===== src/rtl/uart_pkg.sv =====
// Shared UART definitions: receiver FSM states and the bit-period helper
// used by both the transmitter and the receiver.
package uart_pkg;

  typedef enum logic [2:0] {
    ST_IDLE  = 3'd0,
    ST_START = 3'd1,
    ST_DATA  = 3'd2,
    ST_STOP  = 3'd3,
    ST_BREAK = 3'd4
  } rx_state_t;

  function automatic int unsigned bit_cycles(input int unsigned freq,
                                             input int unsigned baud);
    return freq / baud + 1;
  endfunction

endpackage


===== src/rtl/sync2.sv =====
// Generic two-flop synchronizer for asynchronous single-bit inputs.
module sync2 #(
  parameter logic RST_VAL = 1'b1
) (
  input  logic clk_i,
  input  logic rstn_i,
  input  logic d_i,
  output logic q_o
);

  logic meta;

  always_ff @(posedge clk_i or negedge rstn_i) begin
    if (!rstn_i) begin
      meta <= RST_VAL;
      q_o  <= RST_VAL;
    end else begin
      meta <= d_i;
      q_o  <= meta;
    end
  end

endmodule


===== src/rtl/uart_rx.sv =====
// 8N1 UART receiver, MSB first, with a valid/ready holding register and
// framing-error / overrun pulses.
module uart_rx
  import uart_pkg::*;
#(
  parameter int unsigned FREQ = 27000000,
  parameter int unsigned BAUD = 115200
) (
  input  logic       clk_i,
  input  logic       rstn_i,
  input  logic       uart_rx_i,
  input  logic       ready_i,
  output logic       valid_o,
  output logic [7:0] data_o,
  output logic       frame_err_o,
  output logic       overrun_o
);

  localparam int unsigned BIT_CYCLES  = bit_cycles(FREQ, BAUD);
  localparam int unsigned HALF_CYCLES = BIT_CYCLES / 2;
  localparam logic [23:0] BIT_RELOAD  = 24'(BIT_CYCLES - 1);
  localparam logic [23:0] HALF_RELOAD = 24'(HALF_CYCLES - 1);

  logic        rx_s;
  rx_state_t   state, state_n;
  logic [23:0] cnt, cnt_n;
  logic [2:0]  bit_idx, bit_idx_n;
  logic [7:0]  shift, shift_n;
  logic [7:0]  data_n;
  logic        valid_n, ferr_n, ovr_n;
  logic        tick, commit;

  sync2 #(.RST_VAL(1'b1)) u_sync (
    .clk_i  (clk_i),
    .rstn_i (rstn_i),
    .d_i    (uart_rx_i),
    .q_o    (rx_s)
  );

  assign tick = (cnt == '0);

  always_comb begin
    state_n   = state;
    cnt_n     = cnt;
    bit_idx_n = bit_idx;
    shift_n   = shift;
    data_n    = data_o;
    valid_n   = valid_o;
    ferr_n    = 1'b0;
    ovr_n     = 1'b0;
    commit    = 1'b0;

    unique case (state)
      ST_IDLE: begin
        if (!rx_s) begin
          state_n = ST_START;
          cnt_n   = HALF_RELOAD;
        end
      end
      ST_START: begin
        if (!tick) begin
          cnt_n = cnt - 24'd1;
        end else if (rx_s) begin
          state_n = ST_IDLE;
        end else begin
          state_n   = ST_DATA;
          cnt_n     = BIT_RELOAD;
          bit_idx_n = '0;
        end
      end
      ST_DATA: begin
        if (!tick) begin
          cnt_n = cnt - 24'd1;
        end else begin
          shift_n   = {shift[6:0], rx_s};
          bit_idx_n = bit_idx + 3'd1;
          cnt_n     = BIT_RELOAD;
          if (bit_idx == 3'd7) state_n = ST_STOP;
        end
      end
      ST_STOP: begin
        if (!tick) begin
          cnt_n = cnt - 24'd1;
        end else if (rx_s) begin
          commit  = 1'b1;
          state_n = ST_IDLE;
        end else begin
          ferr_n  = 1'b1;
          state_n = ST_BREAK;
        end
      end
      ST_BREAK: begin
        if (rx_s) state_n = ST_IDLE;
      end
      default: state_n = ST_IDLE;
    endcase

    // A commit wins over a same-cycle handshake; it only overruns when unread.
    if (commit) begin
      data_n  = shift;
      valid_n = 1'b1;
      ovr_n   = valid_o & ~ready_i;
    end else if (valid_o && ready_i) begin
      valid_n = 1'b0;
    end
  end

  always_ff @(posedge clk_i or negedge rstn_i) begin
    if (!rstn_i) begin
      state       <= ST_IDLE;
      cnt         <= '0;
      bit_idx     <= '0;
      shift       <= '0;
      data_o      <= '0;
      valid_o     <= 1'b0;
      frame_err_o <= 1'b0;
      overrun_o   <= 1'b0;
    end else begin
      state       <= state_n;
      cnt         <= cnt_n;
      bit_idx     <= bit_idx_n;
      shift       <= shift_n;
      data_o      <= data_n;
      valid_o     <= valid_n;
      frame_err_o <= ferr_n;
      overrun_o   <= ovr_n;
    end
  end

endmodule


===== config.mk =====
export PLATFORM = sky130hd
export DESIGN_NAME = uart_rx
export DESIGN_NICKNAME = d
export VERILOG_FILES = /design/src/rtl/uart_pkg.sv /design/src/rtl/sync2.sv /design/src/rtl/uart_rx.sv
export SDC_FILE = /design/constraint.sdc
export NUM_CORES = 1
export LEC_CHECK = 0
export ABC_AREA = 1
export CORE_UTILIZATION = 55
export CTS_CLUSTER_DIAMETER = 60
export DETAILED_ROUTE_END_ITERATION = 10
export PLACE_DENSITY_LB_ADDON = 0.08
export SYNTH_ARGS = -nofsm -noshare
export SYNTH_HDL_FRONTEND = slang
export SYNTH_HIERARCHICAL = 1
export SYNTH_SLANG_ARGS = --single-unit

===== constraint.sdc =====
create_clock -name clk_i -period 2.33 [get_ports clk_i]
set_input_delay 0.699 -clock clk_i [delete_from_list [all_inputs] [get_ports clk_i]]
set_output_delay 0.699 -clock clk_i [all_outputs]
set_load 0.02 [all_outputs]

==> impl_metrics.yaml <==
die:
  core.rowCount: 25
  fp.dieW_um: 73.9
  start_util_pct: 58.7
  io_pins: 15
  core_um2: 4850
  die_area_um2: 5470
  dieHeight_um: 73.9
yosys:
  syn-mean-instance-area_um2: 7.67
  synth_mux_area_share_pct: 0
  synth_edf_count: 0
  syn_nets: 378
  seq_area_frac_synth_pct: 44.9
  synth_fa_ha_area_share_pct: 1.32
  yosys.area_share.simple_pct: 37.9
  synth_flop_cell: "dfrtp_1"
  synth_top_area_share_pct: 43.1
  postSynth.asyncResetShare_pct: 100
  synth_xor_area_share_pct: 1.85
  synth.cell_area_um2: 2850
  ys_ff_latch: 51
  synth_top_family_by_area: "simple AND/OR/NAND/NOR gates"
  postSynthCellCount: 371
  synth.distinct_cells: 30
  synth_compound_area_share_pct: 7.65
  synthTopCellsByArea: "dfrtp_1, nand2_1, nor2_1"
  ys_warn_count: 6
  yosys.area.top_type: "dfrtp_1"
hold_path:
  hold_class: "reg2reg"
  holdPathStages: 0
  hold_start: "u_sync/meta"
  min_to: "u_sync/q_o"
setup_path:
  end_kind: "flop"
  worstRegToRegCells: 10
  r2r-end: "cnt[20]"
  path_cells: "inv_1 -> ha_1 -> nand2_4 -> nor2_8 -> nand4_4 -> nand2_4 -> inv_2 -> o21ai_2 -> inv_2 -> nor2_1"
  crit_buf_inv: 3
  required_ps: 2570
  start_kind: "flop"
  critical_path_class: "reg2reg"
  cp_max_fo: 21
  timing.rr.start: "cnt[0]"
  cp.arrival_ps: 2250
  critPathTopFamily: "simple AND/OR/NAND/NOR gates"
  ff2ff_setup_slack_ps: 320
  crit_slowest_cell: "dfrtp_1"
  max_stage_delay_ps: 400
pwr:
  total_leakage_power_nw: 1.58
  ir_drop_mv: 0.338
  powerDensity_nw_per_um2: 458
detailed_routing:
  viasPerCell: 5.23
  top_layer_used: "met4"
  drtAntennaViolNets: 0
  routed_wl_mm: 5.77
  vias: 2397
  wl_met3_um: 288
  drtIter0Drc: 202
  wl_per_cell_um: 12.6
  drc: 0
  routedLengthMet1_mm: 2.76
  wl_met2_mm: 2.64
  firstDrtPassIters: 4
finish:
  fillCellCount: 428
  nNetsFinal: 397
  area_delta_synth_final_pct: 10.9
  layout-drive-gt1-share_pct: 9.97
  stdcell_count: 458
  antennaDiodeCount: 0
placed_design:
  port_buffers: 14
  gp_congestion: 0.912
  dp_hpwl_mm: 4.29
  dp.cells: 450
timing:
  fin_worst_skew_ps: 4.98
  fmax_ghz: 0.498
  fin_tns_setup_ps: 0
  min_period_ps: 2010
  hold_viol_final: 0
  slew_violations: 0
  maxSlewHeadroom_pct: 57.4
  tightest_slew_ps: 634
  whs_ps: 364
  rsz0062_at_grt: "false"
  setup_viol: 0
  fin_crit_sh_pct: 86.1
clock_tree:
  postCtsSetupRepairBufs: 0
  cts_sinks: 51
  numCtsBuffers: 5
  h-tree-depth: 2
  path_clk_slew_ps: 100
  cts_tree: "built"
  holdBufCountCts: 0
  clockBufferDepth: 2
  root_buffer: "clkbuf_8"
  insertion_delay_ps: 310
  cts.repair.resized: 0
global_routing:
  grt_antenna_before_repair: 0
  grt_pass1_vias: 2147
  grt-ovfl-total: 0
  grt_pass1_wl_mm: 9.94
  grtUsageTotal_pct: 24.1
  grt_max_degree: 29
run_status:
  outcome: "finished, final reports clean"
run:
  maxCapViolations: 0
-- flip-flops by register name, summed over array words and instances (netlist names) --
register	flops
bit_idx	3
valid_o	1
data_o	8
overrun_o	1
frame_err_o	1
cnt	24
state	3
u_sync/meta	1
u_sync/q_o	1
shift	8
-- worst max path at each step --
stage	slack (ps)	cells after the start	to	from
final	320	10	cnt[20]	cnt[0]
after global routing	90	10	cnt[21]	cnt[0]
after CTS	320	10	cnt[20]	cnt[0]
after detailed placement	330	10	cnt[20]	cnt[0]
after global placement	400	10	cnt[11]	cnt[0]
after floorplan	630	10	cnt[7]	cnt[0]
-- routing by layer --
layer	global-route usage (%)	vias to the layer above
li1	-	1226
met1	33.6	1106
met2	37.7	56
met3	5.15	9
met4	8.12	0
met5	0	-
-- cells in the final DEF, fill, tap and decap left out, types with 4 or more instances in the layout --
cell,n
nand2_1,112
dfrtp_1,49
inv_1,34
nand3_1,29
xnor2_1,4
nand2_2,4
clkdlybuf4s50_1,13
clkbuf_8,5
nor3_1,4
o21ai_0,19
nand4_1,7
o21ai_1,12
nor2_1,56
-- power by group --
group          total (W)  internal (W)  switching, W
registers       0.000890      0.000888    0.00000221
logic          0.0000281    0.00000772     0.0000204
clock network   0.000527      0.000218      0.000310
total            0.00145       0.00111      0.000332
-- metrics by stage --
stage	util (%)	total power [W]	cell area, µm²	worst slack, ps
6_report	65.1	0.00145	3160	323
5_1_grt	65.1	0.00150	3160	89.3
4_1_cts	65.1	0.00146	3160	319
3_5_place_dp	63.2	0.000937	3070	329
3_3_place_gp	63.2	0.000936	3070	399
2_1_floorplan	-	0.000909	2850	632
-- cell usage after synthesis (2+ instances only) --
cell / n
nand4_1: 7
nand3b_1: 2
dfrtp_1: 49
nand3_1: 29
inv_2: 3
o211ai_1: 3
nand2_1: 112
nor2_8: 2
buf_2: 4
inv_1: 34
nand3_4: 2
o21bai_1: 3
buf_6: 2
o21ai_1: 12
xor2_1: 2
nor2_4: 3
nand2_4: 2
nor2_1: 56
ha_1: 3
nor3_1: 4
dfstp_2: 2
xnor2_1: 4
nand2_2: 4
nand3_2: 3
o21ai_0: 19
-- final cells by class --
type                       count  area, µm²  share of cell area, %
multi-input combinational    277       1390                   43.9
sequential                    51       1280                   40.5
timing repair buffer          18        178                   5.63
inverter                      37        139                   4.40
tap                           67       83.8                   2.66
clock buffer                   5       68.8                   2.18
clock inverter                 3       22.5                  0.713
-- cells by family (layout without fill, tap and decap cells) --
| logic type | Yosys count | in the layout |
|---|---|---|
| and+or+nand+nor | 229 | 229 |
| buffers and inverters | 43 | 63 |
| xor gates and xnor gates | 6 | 6 |
| DFF | 51 | 51 |
| adders and majority gates | 3 | 3 |
| AOI/OAI and AO/OA | 39 | 39 |
Power figures use the tool's default switching activity.
==> variant, RTL diff (config.mk and constraints unchanged) <==
`RST_VAL` is set to 1'b1 in 2 places; all go to 1'b0.
--- a/src/rtl/sync2.sv
+++ b/src/rtl/sync2.sv
@@ -1,6 +1,6 @@
 // Generic two-flop synchronizer for asynchronous single-bit inputs.
 module sync2 #(
-  parameter logic RST_VAL = 1'b1
+  parameter logic RST_VAL = 1'b0
 ) (
   input  logic clk_i,
   input  logic rstn_i,
--- a/src/rtl/uart_rx.sv
+++ b/src/rtl/uart_rx.sv
@@ -30,7 +30,7 @@
   logic        valid_n, ferr_n, ovr_n;
   logic        tick, commit;
 
-  sync2 #(.RST_VAL(1'b1)) u_sync (
+  sync2 #(.RST_VAL(1'b0)) u_sync (
     .clk_i  (clk_i),
     .rstn_i (rstn_i),
     .d_i    (uart_rx_i),
Behaviour: same outputs for any inputs over 10 cycles, from zero or initial values and one cycle with rstn_i low; that may be too few to reach the edited logic, so the function may still have changed.
==> variant against the original RTL <==
Final area is essentially flat; fmax grew 0.28%; total power shrank 0.85%; setup slack gained 5.6 ps; routed wire length shrank 1.2%; first-iteration DRC count shrank 7.4%; sequential cell count is the same; synthesized area is essentially flat; critical endpoint is now cnt[12]$_DFFE_PN0P_.
==> variant: results (changes against the original RTL) <==
| Metric | Value |
|---|---|
| Yosys warns | `6 (unchanged)` |
| H-Tree Depth | `2 (unchanged)` |
| Worst Path Arrival | `2240 ps` |
| Largest net degree at the start of global routing | `31 (+6.9%)` |
| DP HPWL | `4.34 mm (+1.1%)` |
| Measured slew at the worst slew-check pin | `631 ps (-3.16 ps)` |
| Largest cells by area after synthesis | `dfrtp_1, nand2_1, nor2_1` |
| Peak supply drop | `0.297 mV (-12%)` |
| Max Root-Sink Buffers | `2 (unchanged)` |
| GRT Util Overall | `24.6% (+0.49 points)` |
| Vias in the first global route | `2315 (+7.8%)` |
| Sw frac | `22.4% (-0.53 points)` |
| Diode count | `0 (unchanged)` |
| Layout cells sized above 1 | `9.46% (-0.51 points)` |
| Hold crit path type | `in -> async` |
| Gpl congestion | `0.911 (-0.11%)` |
| Synth async-reset ratio | `100% (unchanged)` |
| Post-CTS Setup Repair Bufs | `0 (unchanged)` |
| Skew-Pair Late Insertion Delay | `310 ps (about the same)` |
| Clock Skew | `7.58 ps (+2.60 ps)` |
| Status | `complete, no violations` |
| Sequential fraction of the synthesis area | `44.9% (-0.048 points)` |
| CP max stage delay | `390 ps` |
| CP max stage cell | `dfrtp_1` |
| Yosys cell types | `29 (-3.3%)` |
| Main flop type after synthesis | `dfrtp_1` |
| Syn Nets | `378 (unchanged)` |
| Nets | `397 (unchanged)` |
| Largest regs | `cnt (24), data_o (8), shift (8)` |
| Drt first-iter violations | `187 (-7.4%)` |
| Fillers | `442 (+3.3%)` |
| CP top delay family | `simple AND/OR/NAND/NOR gates` |
| Clock Root Buffer | `clkbuf_8` |
| Crit-path max FO | `21 (unchanged)` |
| Commonest cells post-synth | `nand2_1, nor2_1, dfrtp_1, inv_1, nand3_1` |
| Initial antenna violation count | `0 (unchanged)` |
| First-pass iteration count of the detailed router | `4 (unchanged)` |
| Post-Route WL | `5.70 mm (-1.2%)` |
| Post-CTS sizing | `0 (unchanged)` |
| Clk slew on worst S/H paths | `100 ps (about the same)` |
| Cts bufs inserted | `5 (unchanged)` |
| Pleak | `1.58 nW (+0.14%)` |
| I/O Buffers | `14 (unchanged)` |
| Vias per cell | `5.15 (-1.6%)` |
| Global-route wire length before repair | `10.3 mm (+3.4%)` |
==> variant: power by group through the flow <==
| stage | Clock [mW] | Sequential [mW] | Combinational, mW |
|---|---|---|---|
| after CTS | 0.541 | 0.888 | 0.0293 |
| after floorplan | 0 | 0.906 | 0.00259 |
| final | 0.517 | 0.888 | 0.0275 |
| after global placement | 0 | 0.906 | 0.0291 |
| after global routing | 0.577 | 0.889 | 0.0331 |
| after detailed placement | 0 | 0.906 | 0.0293 |
==> variant: cell type report <==
type                       count  share of cell area (%)
clock buffer                   5                    2.18
inverter                      37                    4.40
clock inverter                 3                   0.714
sequential                    51                    40.5
multi-input combinational    277                    44.0
timing repair buffer          18                    5.63
tap                           67                    2.66
==> variant: cells by family after synthesis <==
group | count (synthesis) | synth area share (%)
AND/OR/NAND/NOR | 229 | 37.9
flip-flops | 51 | 44.9
buffers and inverters | 43 | 6.38
AO/OA/AOI/OAI | 39 | 7.66
XOR/XNOR | 6 | 1.85
adder cells (fa/ha/maj) | 3 | 1.32
==> variant: routing by layer <==
layer	global-route usage [%]	share of wire, %	vias up
met5	0	0	-
met1	33.1	49	1080
li1	-	-	1225
met2	40.0	45	45
met3	4.39	4.0	8
met4	8.97	1.4	0
==> variant: path summary, 6_finish.rpt <==
| check | start | endpoint | slack (ps) | cells after the start |
|---|---|---|---|---|
| worst max register to register | cnt[0]$_DFFE_PN0P_ | cnt[12]$_DFFE_PN0P_ | 330 | 10 |
| max in group asynchronous | rstn_i | cnt[9]$_DFFE_PN0P_ | 1470 | 2 |
| worst min-delay path | rstn_i | overrun_o$_DFF_PN0_ | 350 | 1 |
| worst max-delay path | cnt[0]$_DFFE_PN0P_ | cnt[12]$_DFFE_PN0P_ | 330 | 10 |
| worst min register to register | u_sync/meta$_DFF_PN0_ | u_sync/q_o$_DFF_PN0_ | 370 | 0 |
| min in group clk_i | u_sync/meta$_DFF_PN0_ | u_sync/q_o$_DFF_PN0_ | 370 | 0 |
==> variant: metrics by stage <==
step                utilization, %  hold slack [ps]  setup WS, ps  instance area (um^2)  cells
detailed placement            63.2              354           360                  3060    450
global route                  65.1              375           129                  3150    458
CTS                           65.1              352           332                  3150    458
global placement              63.2              333           390                  3060    450
floorplan                        -              331           632                  2840    371
finish                        65.1              346           329                  3150    458
==> variant: worst reg2reg max path: stages, from the launching register on <==
cell and delay, ps:
dfrtp_1 390, inv_1 80, ha_1 270, nand2_4 110, nor2_8 200, nand4_4 190
nand2_4 100, inv_2 160, o21ai_2 200, inv_2 110, nor2_1 120
